[config.mk]
export PLATFORM = sky130hd
export DESIGN_NAME = power_meter
export DESIGN_NICKNAME = d
export VERILOG_FILES = /design/src/rtl/power_meter.sv
export SDC_FILE = /design/constraint.sdc
export NUM_CORES = 1
export LEC_CHECK = 0
export BUFFER_PORTS_ARGS = -buffer_cell sky130_fd_sc_hd__clkbuf_2
export CAP_MARGIN = 10
export CORE_ASPECT_RATIO = 0.9
export CORE_UTILIZATION = 49
export CTS_CLUSTER_DIAMETER = 100
export DETAILED_ROUTE_END_ITERATION = 7
export PLACE_DENSITY = 0.85
export SETUP_SLACK_MARGIN = 0.4
export SYNTH_ARGS = -nofsm -noshare
export SYNTH_HDL_FRONTEND = slang
export SYNTH_SLANG_ARGS = --single-unit
[constraint.sdc]
create_clock -name clk60MHz -period 2.7 [get_ports clk60MHz]
set_clock_uncertainty 0.2 [all_clocks]
set_input_delay 0.135 -clock clk60MHz [delete_from_list [all_inputs] [get_ports clk60MHz]]
set_output_delay 0.135 -clock clk60MHz [all_outputs]
set_load 0.01 [all_outputs]
[src/rtl/power_meter.sv]
// Shot-power meter: charge/latch FSM plus a one-stage VGA overlay that draws the power bar.
// Optional build macro POWER_GRADIENT_EN colours the fill by power level.
module power_meter #(
  parameter int unsigned POWER_W     = 5,
  parameter int unsigned STEP_PX     = 4,
  parameter int unsigned BORDER      = 4,
  parameter int unsigned BAR_H       = 20,
  parameter int unsigned YPOS        = 40,
  parameter int unsigned XPOS_P1     = 200,
  parameter int unsigned XPOS_P2     = 824,
  parameter int unsigned TICK_FRAMES = 2,
  parameter int unsigned HOLD_FRAMES = 60,
  parameter logic [11:0] FILL_RGB    = 12'hEA2,
  parameter logic [11:0] BORDER_RGB  = 12'h000
) (
  input  logic               clk60MHz,
  input  logic               rst,
  input  logic               charge_i,
  input  logic [1:0]         current_player_i,
  output logic [POWER_W-1:0] power_o,
  output logic               power_valid_o,
  output logic               busy_o,
  input  logic [10:0]        vga_in_hcount_i,
  input  logic [10:0]        vga_in_vcount_i,
  input  logic               vga_in_hsync_i,
  input  logic               vga_in_vsync_i,
  input  logic               vga_in_hblnk_i,
  input  logic               vga_in_vblnk_i,
  input  logic [11:0]        vga_in_rgb_i,
  output logic [10:0]        vga_out_hcount_o,
  output logic [10:0]        vga_out_vcount_o,
  output logic               vga_out_hsync_o,
  output logic               vga_out_vsync_o,
  output logic               vga_out_hblnk_o,
  output logic               vga_out_vblnk_o,
  output logic [11:0]        vga_out_rgb_o
);

  localparam int unsigned CW = POWER_W + 12;
  localparam int unsigned FrameMax = (HOLD_FRAMES > TICK_FRAMES) ? HOLD_FRAMES : TICK_FRAMES;
  localparam int unsigned FcW = $clog2(FrameMax + 1);
  localparam logic [POWER_W-1:0] MaxPower = '1;

  typedef enum logic [1:0] {StIdle, StCharge, StShow} state_e;

  state_e             state_q;
  logic [POWER_W-1:0] power_q;
  logic               dir_q;  // 0: counting up, 1: counting down
  logic [FcW-1:0]     frame_cnt_q;
  logic [1:0]         player_q;
  logic               vblnk_q;
  logic               power_valid_q;

  logic               tick;
  logic               player_ok;
  logic [POWER_W-1:0] power_step;
  logic               dir_step;

  assign tick      = vga_in_vblnk_i & ~vblnk_q;
  assign player_ok = (current_player_i == 2'b01) || (current_player_i == 2'b10);

  // Ping-pong step: bounce off MAX and 0 instead of wrapping.
  always_comb begin
    power_step = power_q;
    dir_step   = dir_q;
    if (!dir_q) begin
      if (power_q == MaxPower) begin
        dir_step   = 1'b1;
        power_step = power_q - 1'b1;
      end else begin
        power_step = power_q + 1'b1;
      end
    end else begin
      if (power_q == '0) begin
        dir_step   = 1'b0;
        power_step = power_q + 1'b1;
      end else begin
        power_step = power_q - 1'b1;
      end
    end
  end

  always_ff @(posedge clk60MHz) begin
    if (rst) begin
      state_q       <= StIdle;
      power_q       <= '0;
      dir_q         <= 1'b0;
      frame_cnt_q   <= '0;
      player_q      <= 2'b00;
      vblnk_q       <= 1'b0;
      power_valid_q <= 1'b0;
    end else begin
      vblnk_q       <= vga_in_vblnk_i;
      power_valid_q <= 1'b0;
      case (state_q)
        StIdle: begin
          if (charge_i && player_ok) begin
            state_q     <= StCharge;
            player_q    <= current_player_i;
            power_q     <= '0;
            dir_q       <= 1'b0;
            frame_cnt_q <= '0;
          end
        end
        StCharge: begin
          if (current_player_i != player_q) begin
            state_q     <= StIdle;
            power_q     <= '0;
            frame_cnt_q <= '0;
          end else if (!charge_i) begin
            // Release beats a coincident tick: the value is latched unstepped.
            state_q       <= StShow;
            power_valid_q <= 1'b1;
            frame_cnt_q   <= '0;
          end else if (tick) begin
            if (frame_cnt_q == FcW'(TICK_FRAMES - 1)) begin
              frame_cnt_q <= '0;
              power_q     <= power_step;
              dir_q       <= dir_step;
            end else begin
              frame_cnt_q <= frame_cnt_q + 1'b1;
            end
          end
        end
        StShow: begin
          if (current_player_i != player_q) begin
            state_q     <= StIdle;
            power_q     <= '0;
            frame_cnt_q <= '0;
          end else if (tick) begin
            if (frame_cnt_q == FcW'(HOLD_FRAMES - 1)) begin
              state_q     <= StIdle;
              power_q     <= '0;
              frame_cnt_q <= '0;
            end else begin
              frame_cnt_q <= frame_cnt_q + 1'b1;
            end
          end
        end
        default: state_q <= StIdle;
      endcase
    end
  end

  assign power_o       = power_q;
  assign power_valid_o = power_valid_q;
  assign busy_o        = (state_q == StCharge) || (state_q == StShow);

  // Bar geometry; additions on the pixel side avoid negative intermediates.
  logic [CW-1:0] h, v, len, wid;
  logic          in_y, outer_y;
  logic          fill_x1, inner_x1, outer_x1;
  logic          fill_x2, inner_x2, outer_x2;
  logic          fill_hit, border_hit;
  logic [11:0]   fill_rgb;
  logic [11:0]   rgb_d;

  always_comb begin
    h   = CW'(vga_in_hcount_i);
    v   = CW'(vga_in_vcount_i);
    len = CW'(power_q) * CW'(STEP_PX);
    wid = CW'(MaxPower) * CW'(STEP_PX);

    in_y    = (v >= CW'(YPOS)) && (v <= CW'(YPOS + BAR_H));
    outer_y = (v + CW'(BORDER) >= CW'(YPOS)) && (v <= CW'(YPOS + BAR_H + BORDER));

    fill_x1  = (h + len >= CW'(XPOS_P1)) && (h <= CW'(XPOS_P1));
    inner_x1 = (h + wid >= CW'(XPOS_P1)) && (h <= CW'(XPOS_P1));
    outer_x1 = (h + wid + CW'(BORDER) >= CW'(XPOS_P1)) && (h <= CW'(XPOS_P1 + BORDER));

    fill_x2  = (h >= CW'(XPOS_P2)) && (h <= CW'(XPOS_P2) + len);
    inner_x2 = (h >= CW'(XPOS_P2)) && (h <= CW'(XPOS_P2) + wid);
    outer_x2 = (h + CW'(BORDER) >= CW'(XPOS_P2)) && (h <= CW'(XPOS_P2 + BORDER) + wid);

    fill_hit   = 1'b0;
    border_hit = 1'b0;
    if (current_player_i == 2'b01) begin
      fill_hit   = fill_x1 && in_y;
      border_hit = outer_x1 && outer_y && !(inner_x1 && in_y);
    end else if (current_player_i == 2'b10) begin
      fill_hit   = fill_x2 && in_y;
      border_hit = outer_x2 && outer_y && !(inner_x2 && in_y);
    end
  end

`ifdef POWER_GRADIENT_EN
  localparam logic [POWER_W-1:0] LowLevel = POWER_W'(((1 << POWER_W) - 1) / 3);
  localparam logic [POWER_W-1:0] MidLevel = POWER_W'((2 * ((1 << POWER_W) - 1)) / 3);

  always_comb begin
    if (power_q <= LowLevel) begin
      fill_rgb = 12'h0C0;
    end else if (power_q <= MidLevel) begin
      fill_rgb = 12'hEA2;
    end else begin
      fill_rgb = 12'hE20;
    end
  end
`else
  assign fill_rgb = FILL_RGB;
`endif

  always_comb begin
    rgb_d = vga_in_rgb_i;
    if (busy_o && !vga_in_hblnk_i && !vga_in_vblnk_i) begin
      if (fill_hit) begin
        rgb_d = fill_rgb;
      end else if (border_hit) begin
        rgb_d = BORDER_RGB;
      end
    end
  end

  always_ff @(posedge clk60MHz) begin
    if (rst) begin
      vga_out_hcount_o <= '0;
      vga_out_vcount_o <= '0;
      vga_out_hsync_o  <= 1'b0;
      vga_out_vsync_o  <= 1'b0;
      vga_out_hblnk_o  <= 1'b0;
      vga_out_vblnk_o  <= 1'b0;
      vga_out_rgb_o    <= '0;
    end else begin
      vga_out_hcount_o <= vga_in_hcount_i;
      vga_out_vcount_o <= vga_in_vcount_i;
      vga_out_hsync_o  <= vga_in_hsync_i;
      vga_out_vsync_o  <= vga_in_vsync_i;
      vga_out_hblnk_o  <= vga_in_hblnk_i;
      vga_out_vblnk_o  <= vga_in_vblnk_i;
      vga_out_rgb_o    <= rgb_d;
    end
  end

endmodule

==> out/results.ini, run 1 <==
[power_and_ir_drop]
ir_drop_uv = 346.7
power_per_cell_area_nw_per_um2 = 445.9
p_leak_nw = 2.326

[synthesis]
synth_top_cells_by_area = dfxtp_1 (30%), ha_1 (11%), nor2b_1 (4.4%), nand3_1 (4.1%), nor2_1 (3.6%)
ys_warn_count = 0
synth_edf_count = 0
synthCells = 444
yosysTopAreaCell = dfxtp_1
synth_ff_type = dfxtp_1
yosysTopAreaCellShare_pct = 30.11
async_flop_share_pct = 0
synth_cell_types = 65
yosysSeqAreaShare_pct = 30.11
synth_area_um2 = 3657
avgSynthCellArea_um2 = 8.237
ys_ff_latch = 55
synth_nets = 521

[critical_path]
crit_fanout = 6
startpoint_type = input port
reg2reg_slack_ns = 0.29
reg2reg_depth = 9
cp_data_arrival_time_ns = 2.49
critPathKind = in2reg
r2r_end = vga_out_rgb_o[9]$_SDFF_PP0_
endpoint_kind = flip-flop
rr_startpoint = power_o[3]$_SDFFE_PP0P_
required_ns = 2.75

[global_route]
antenna_found_initial = 0
grt_max_degree = 24
first_global_vias = 3857
grtUsageTotal_pct = 28.31
grt_overflow = 0
grt_pass1_wl_um = 17930

[cells_and_area]
layout_common_cells = clkbuf_2 (84), dfxtp_1 (46), buf_4 (36)
final_area_um2 = 5274
drive_gt1_share_pct = 36.27
antenna_cells = 0
nNetsFinal = 666
area_growth_pct = 44.20
finish.utilization_pct = 73.78
final_common_cell = clkbuf_2

[place]
detailed_place.area_um2 = 4298
place_congestion = 0.8600
portBuffers = 87
hpwl_um = 7076

[sta]
fmax_ghz = 0.4094
report.final.slew_viol_count = 0
fin_crit_ns = 2.442
tightest_slew_ns = 0.7977
timing.final.hold_violations = 0
slew_headroom_pct = 46.14
setup_violations = 0
finalCritPeriodShare_pct = 90.46
rsz0062_at_grt = yes

[clocking]
cts_root_buf = clkbuf_8
cts_buffer_depth = 2
numCtsBuffers = 5
cts_max_level = 2
cts.sinks = 55
clock_latency_ns = 0.33
path_clk_slew_ns = 0.10
cts_tree = built

[floorplan]
start_util_pct = 51.16
die_y_um = 83.96
dieArea_um2 = 7814
pin_count = 88
rows = 29
core_um2 = 7148
die_w_um = 93.07

[min_path]
hp-class = in2reg
whs_path_depth = 3
hp-start = vga_in_hcount_i[10]
hold_path_end = vga_out_hcount_o[10]$_SDFF_PP0_

[drt]
dr.pass1.iters = 7
wire_per_inst_um = 17.72
drc = 0
route.vias.total = 4074
viasPerCell = 5.965
antenna_left = 0
drtIter0Drc = 358
wl_um = 12100

[run_status]
status = complete, no violations

[flow_run]
maxCapViolCount = 0

per-layer routing:
layer / up-vias / GRT usage, % / wire length [µm]
met1: 1897 / 35.36 / 4812
met4: 0 / 10.77 / 495
met3: 51 / 5.738 / 1047
met5: - / 0 / 0
met2: 249 / 47.53 / 5749
li1: 1877 / - / -
final cells by class:
class	instances	area, µm²
Inverter	20	90.09
Multi-Input combinational cell	346	2730
Tap cell	93	116.4
Timing Repair Buffer	161	1109
Fill cell	499	1874
Clock buffer	6	72.57
Clock inverter	2	38.79
Sequential cell	55	1117
cell usage after synthesis, types with 2 or more instances:
library cell and count:
a31oi_1 7, and2_1 5, nor2_1 35, a211oi_1 6, or2_2 2, o311ai_0 3, nand3_1 30, nor3b_1 5
xnor2_1 10, and4_1 2, clkbuf_1 11, a21oi_1 23, o31ai_1 2, buf_6 3, a31o_2 2, a21boi_0 2
nor4b_1 4, nor4_1 4, nand2_1 25, a21o_1 6, dfxtp_1 55, o211ai_1 3, xor2_1 6, o21bai_1 4
nand4_1 5, buf_4 2, mux2i_1 9, buf_2 6, nand3b_1 5, nand2b_1 6, a32oi_1 2, ha_1 33
and3b_1 2, inv_1 20, o21ai_1 5, o21ai_0 22, nor3_1 16, and3_1 4, nor2b_1 26
where the power goes:
part	switching [W]	internal, W	leakage, nW	total (W)
Sequential	0.0000442	0.000874	0.459	0.000918
Combinational	0.000479	0.000380	1.81	0.000859
Clock	0.000293	0.000281	0.0558	0.000574
repair_timing:
action                                 CTS  global route
gates cloned                             1             0
setup endpoints to repair               17            23
endpoints found under the hold margin   34             0
buffers inserted                        11             7
hold buffers                            34             0
pin swaps                               19            16
resized for setup                       38            51
cell families after synthesis:
group | after synthesis | synth area share, %
muxes | 10 | 2.771
and+or+nand+nor | 185 | 27.71
DFF | 55 | 30.11
adders and majority gates | 34 | 11.84
buffers and inverters | 43 | 5.439
xor gates and xnor gates | 16 | 3.832
AOI/OAI and AO/OA | 101 | 18.30
worst max-delay path by stage:
stage	startpoint	endpoint	slack (ns)	cells after the start
2_1_floorplan	vga_in_hcount_i[3]	vga_out_rgb_o[10]$_SDFF_PP0_	0.19	12
3_3_place_gp	vga_in_hcount_i[2]	vga_out_rgb_o[9]$_SDFF_PP0_	0.07	11
3_5_place_dp	vga_in_hcount_i[3]	vga_out_rgb_o[3]$_SDFF_PP0_	-0.04	10
4_1_cts	power_o[0]$_SDFFE_PP0P_	vga_out_rgb_o[3]$_SDFF_PP0_	0.36	9
5_1_grt	vga_in_hcount_i[0]	vga_out_rgb_o[0]$_SDFF_PP0_	0.19	9
6_report	vga_in_hcount_i[0]	vga_out_rgb_o[8]$_SDFF_PP0_	0.26	9
registers in the layout (all words and copies together) (netlist names):
register	flops
vga_out_rgb_o	12
vga_out_hcount_o	11
vga_out_vcount_o	11
frame_cnt_q	6
power_o	5
player_q	2
state_q	2
dir_q	1
power_valid_o	1
vga_out_hblnk_o	1
vga_out_hsync_o	1
vga_out_vblnk_o	1
vga_out_vsync_o	1
worst max-delay path, cell delays in order:
cell	delay (ns)
clkbuf_2	0.09
nor2_1	0.49
a21oi_1	0.19
o311ai_0	0.70
nand3_1	0.18
a31oi_1	0.27
a311oi_4	0.11
buf_6	0.17
nor3_2	0.15
metrics by stage:
stage	hold WS (ns)	total power, W	setup TNS (ns)	worst slack, ns	std cells
after floorplan	0.01431	0.001350	0	0.1890	444
after global placement	0.1524	0.001552	0	0.07097	622
after detailed placement	0.1599	0.001577	-0.06300	-0.03612	622
after CTS	0.007202	0.002230	0	0.3579	676
after global routing	0.05678	0.002455	0	0.1884	683
final	0.02110	0.002351	0	0.2576	683
Power figures use the tool's default switching activity.
==> inputs of run 2 (changes only) <==
--- a/config.mk
+++ b/config.mk
@@ -12,6 +12,7 @@
 export CTS_CLUSTER_DIAMETER = 100
 export DETAILED_ROUTE_END_ITERATION = 7
 export PLACE_DENSITY = 0.85
+export RECOVER_POWER = 100
 export SETUP_SLACK_MARGIN = 0.4
 export SYNTH_ARGS = -nofsm -noshare
 export SYNTH_HDL_FRONTEND = slang
==> run 2 against run 1 <==
Largest cell class unchanged. Sequential share of layout area rose by 0.18 points. Clock-buffer cell count did not move. Critical path type is now reg2reg. Hold slack improved by 0.0065 ns. Die area did not move.
==> out/results.ini, run 2 (same netlist as run 1, synthesis figures left out) <==
[floorplan]
dieArea_um2 = 7814
rows = 29
start_util_pct = 51.16
die_w_um = 93.07
core_um2 = 7148
die_y_um = 83.96
pin_count = 88

[cells_and_area]
largest_register_ffs = 12
nNetsFinal = 666
antenna_cells = 0
drive_gt1_share_pct = 27.46
regMostFlops = vga_out_rgb_o
fin_cells = 683
layout_common_cells = dfxtp_1 (51), clkbuf_1 (46), clkbuf_2 (40)
top_regs = vga_out_rgb_o x12, vga_out_hcount_o x11, vga_out_vcount_o x11
final_common_cell = dfxtp_1
area_growth_pct = 42.22

[drt]
wire_per_inst_um = 17.77
wl_um = 12140
drtIter0Drc = 345
route.vias.total = 4102
dr.pass1.iters = 8
drc = 0
viasPerCell = 6.006
antenna_left = 0

[global_route]
first_global_vias = 3857
grt_max_degree = 24
antenna_found_initial = 0
grt_pass1_wl_um = 17930
grtUsageTotal_pct = 28.31
grt_overflow = 0

[power_and_ir_drop]
p_leak_nw = 2.174
switchingPower_w = 0.0008084
power_per_cell_area_nw_per_um2 = 447.2
switching_share_pct = 34.76
intPower_w = 0.001518
clockPowerShare_pct = 24.5
combPwrFrac_pct = 36.2
pwr-share-seq_pct = 39.3
ir_drop_uv = 344.2

[critical_path]
startpoint_type = flip-flop
cp_data_arrival_time_ns = 2.59
endpoint_kind = flip-flop
required_ns = 2.77
crit_fanout = 7
critPathKind = reg2reg

[clocking]
cts_buffer_depth = 2
cts.sinks = 55
numCtsBuffers = 5
cts_root_buf = clkbuf_8
clock_latency_ns = 0.32
path_clk_slew_ns = 0.11
cts_max_level = 2
cts_tree = built

[sta]
tightest_slew_ns = 0.9753
fmax_ghz = 0.3968
finalCritPeriodShare_pct = 93.35
report.final.slew_viol_count = 0
timing.final.hold_violations = 0
setup-tns-final_ns = 0
rsz0062_at_grt = yes
fin_crit_ns = 2.520
setup_violations = 0
slew_headroom_pct = 34.98

[run_status]
status = complete, no violations

[flow_run]
maxCapViolCount = 0

[min_path]
hp-class = in2reg

[place]
numPlacedInstances = 622
place_congestion = 0.8600
hpwl_um = 7076
portBuffers = 87

-- run 2: final timing paths --
kind                                  from                         endpoint  slack (ns)  depth (start not counted)
setup / recovery  player_q[0]$_SDFFE_PP0P_      frame_cnt_q[1]$_SDFFE_PP0P_        0.18                          7
hold / removal         vga_in_hcount_i[10]  vga_out_hcount_o[10]$_SDFF_PP0_        0.03                          3
setup reg to reg  player_q[0]$_SDFFE_PP0P_      frame_cnt_q[1]$_SDFFE_PP0P_        0.18                          7
hold reg to reg   player_q[1]$_SDFFE_PP0P_         player_q[1]$_SDFFE_PP0P_        0.39                          2
-- run 2: repair_timing --
action / CTS / global route
setup buffers: 11 / 7
setup endpoints to repair: 17 / 23
resized for setup: 38 / 51
endpoints found under the hold margin: 34 / 0
pin swaps: 19 / 16
gates cloned: 1 / 0
hold buffers: 34 / 0
-- run 2: worst max-delay path, cell delays in order (launching register included) --
cell	delay, ns
dfxtp_1	0.35
xnor2_1	0.43
nand3_1	0.20
o21ai_0	0.41
nor3_1	0.13
buf_4	0.19
a21oi_1	0.34
o211a_1	0.23
-- run 2: final cells by class --
cell class,instances,area (µm²)
inverter,20,90.09
clock buffer,6,72.57
sequential,55,1111
multi-input combinational,346,2723
fill,534,1947
tap,93,116.4
clock inverter,2,38.79
timing repair buffer,161,1050
-- run 2: power groups by stage --
stage,registers [W],logic [W],clock network [W]
after floorplan,0.000942,0.000408,0
after global placement,0.000926,0.000626,0
after detailed placement,0.000930,0.000647,0
after CTS,0.000910,0.000743,0.000577
after global routing,0.000919,0.000909,0.000608
final,0.000915,0.000841,0.000570
-- run 2: per-stage QoR --
stage	hold WS (ns)	util, %	setup WS [ns]	instance area [µm²]	power [W]
3_5_place_dp	0.1599	60.13	-0.03612	4298	0.001577
2_1_floorplan	0.01431	-	0.1890	3740	0.001350
6_report	0.02760	72.76	0.1797	5201	0.002326
5_1_grt	0.05678	72.76	0.06299	5201	0.002435
4_1_cts	0.007202	69.86	0.3579	4994	0.002230
3_3_place_gp	0.1524	60.13	0.07097	4298	0.001552
-- run 2: routing by layer --
layer | global-route usage [%] | vias to the layer above | routed length, µm
met5 | 0 | - | 0
met4 | 10.77 | 0 | 502
met3 | 5.738 | 57 | 1058
met2 | 47.53 | 251 | 5749
met1 | 35.36 | 1924 | 4829
li1 | - | 1870 | -
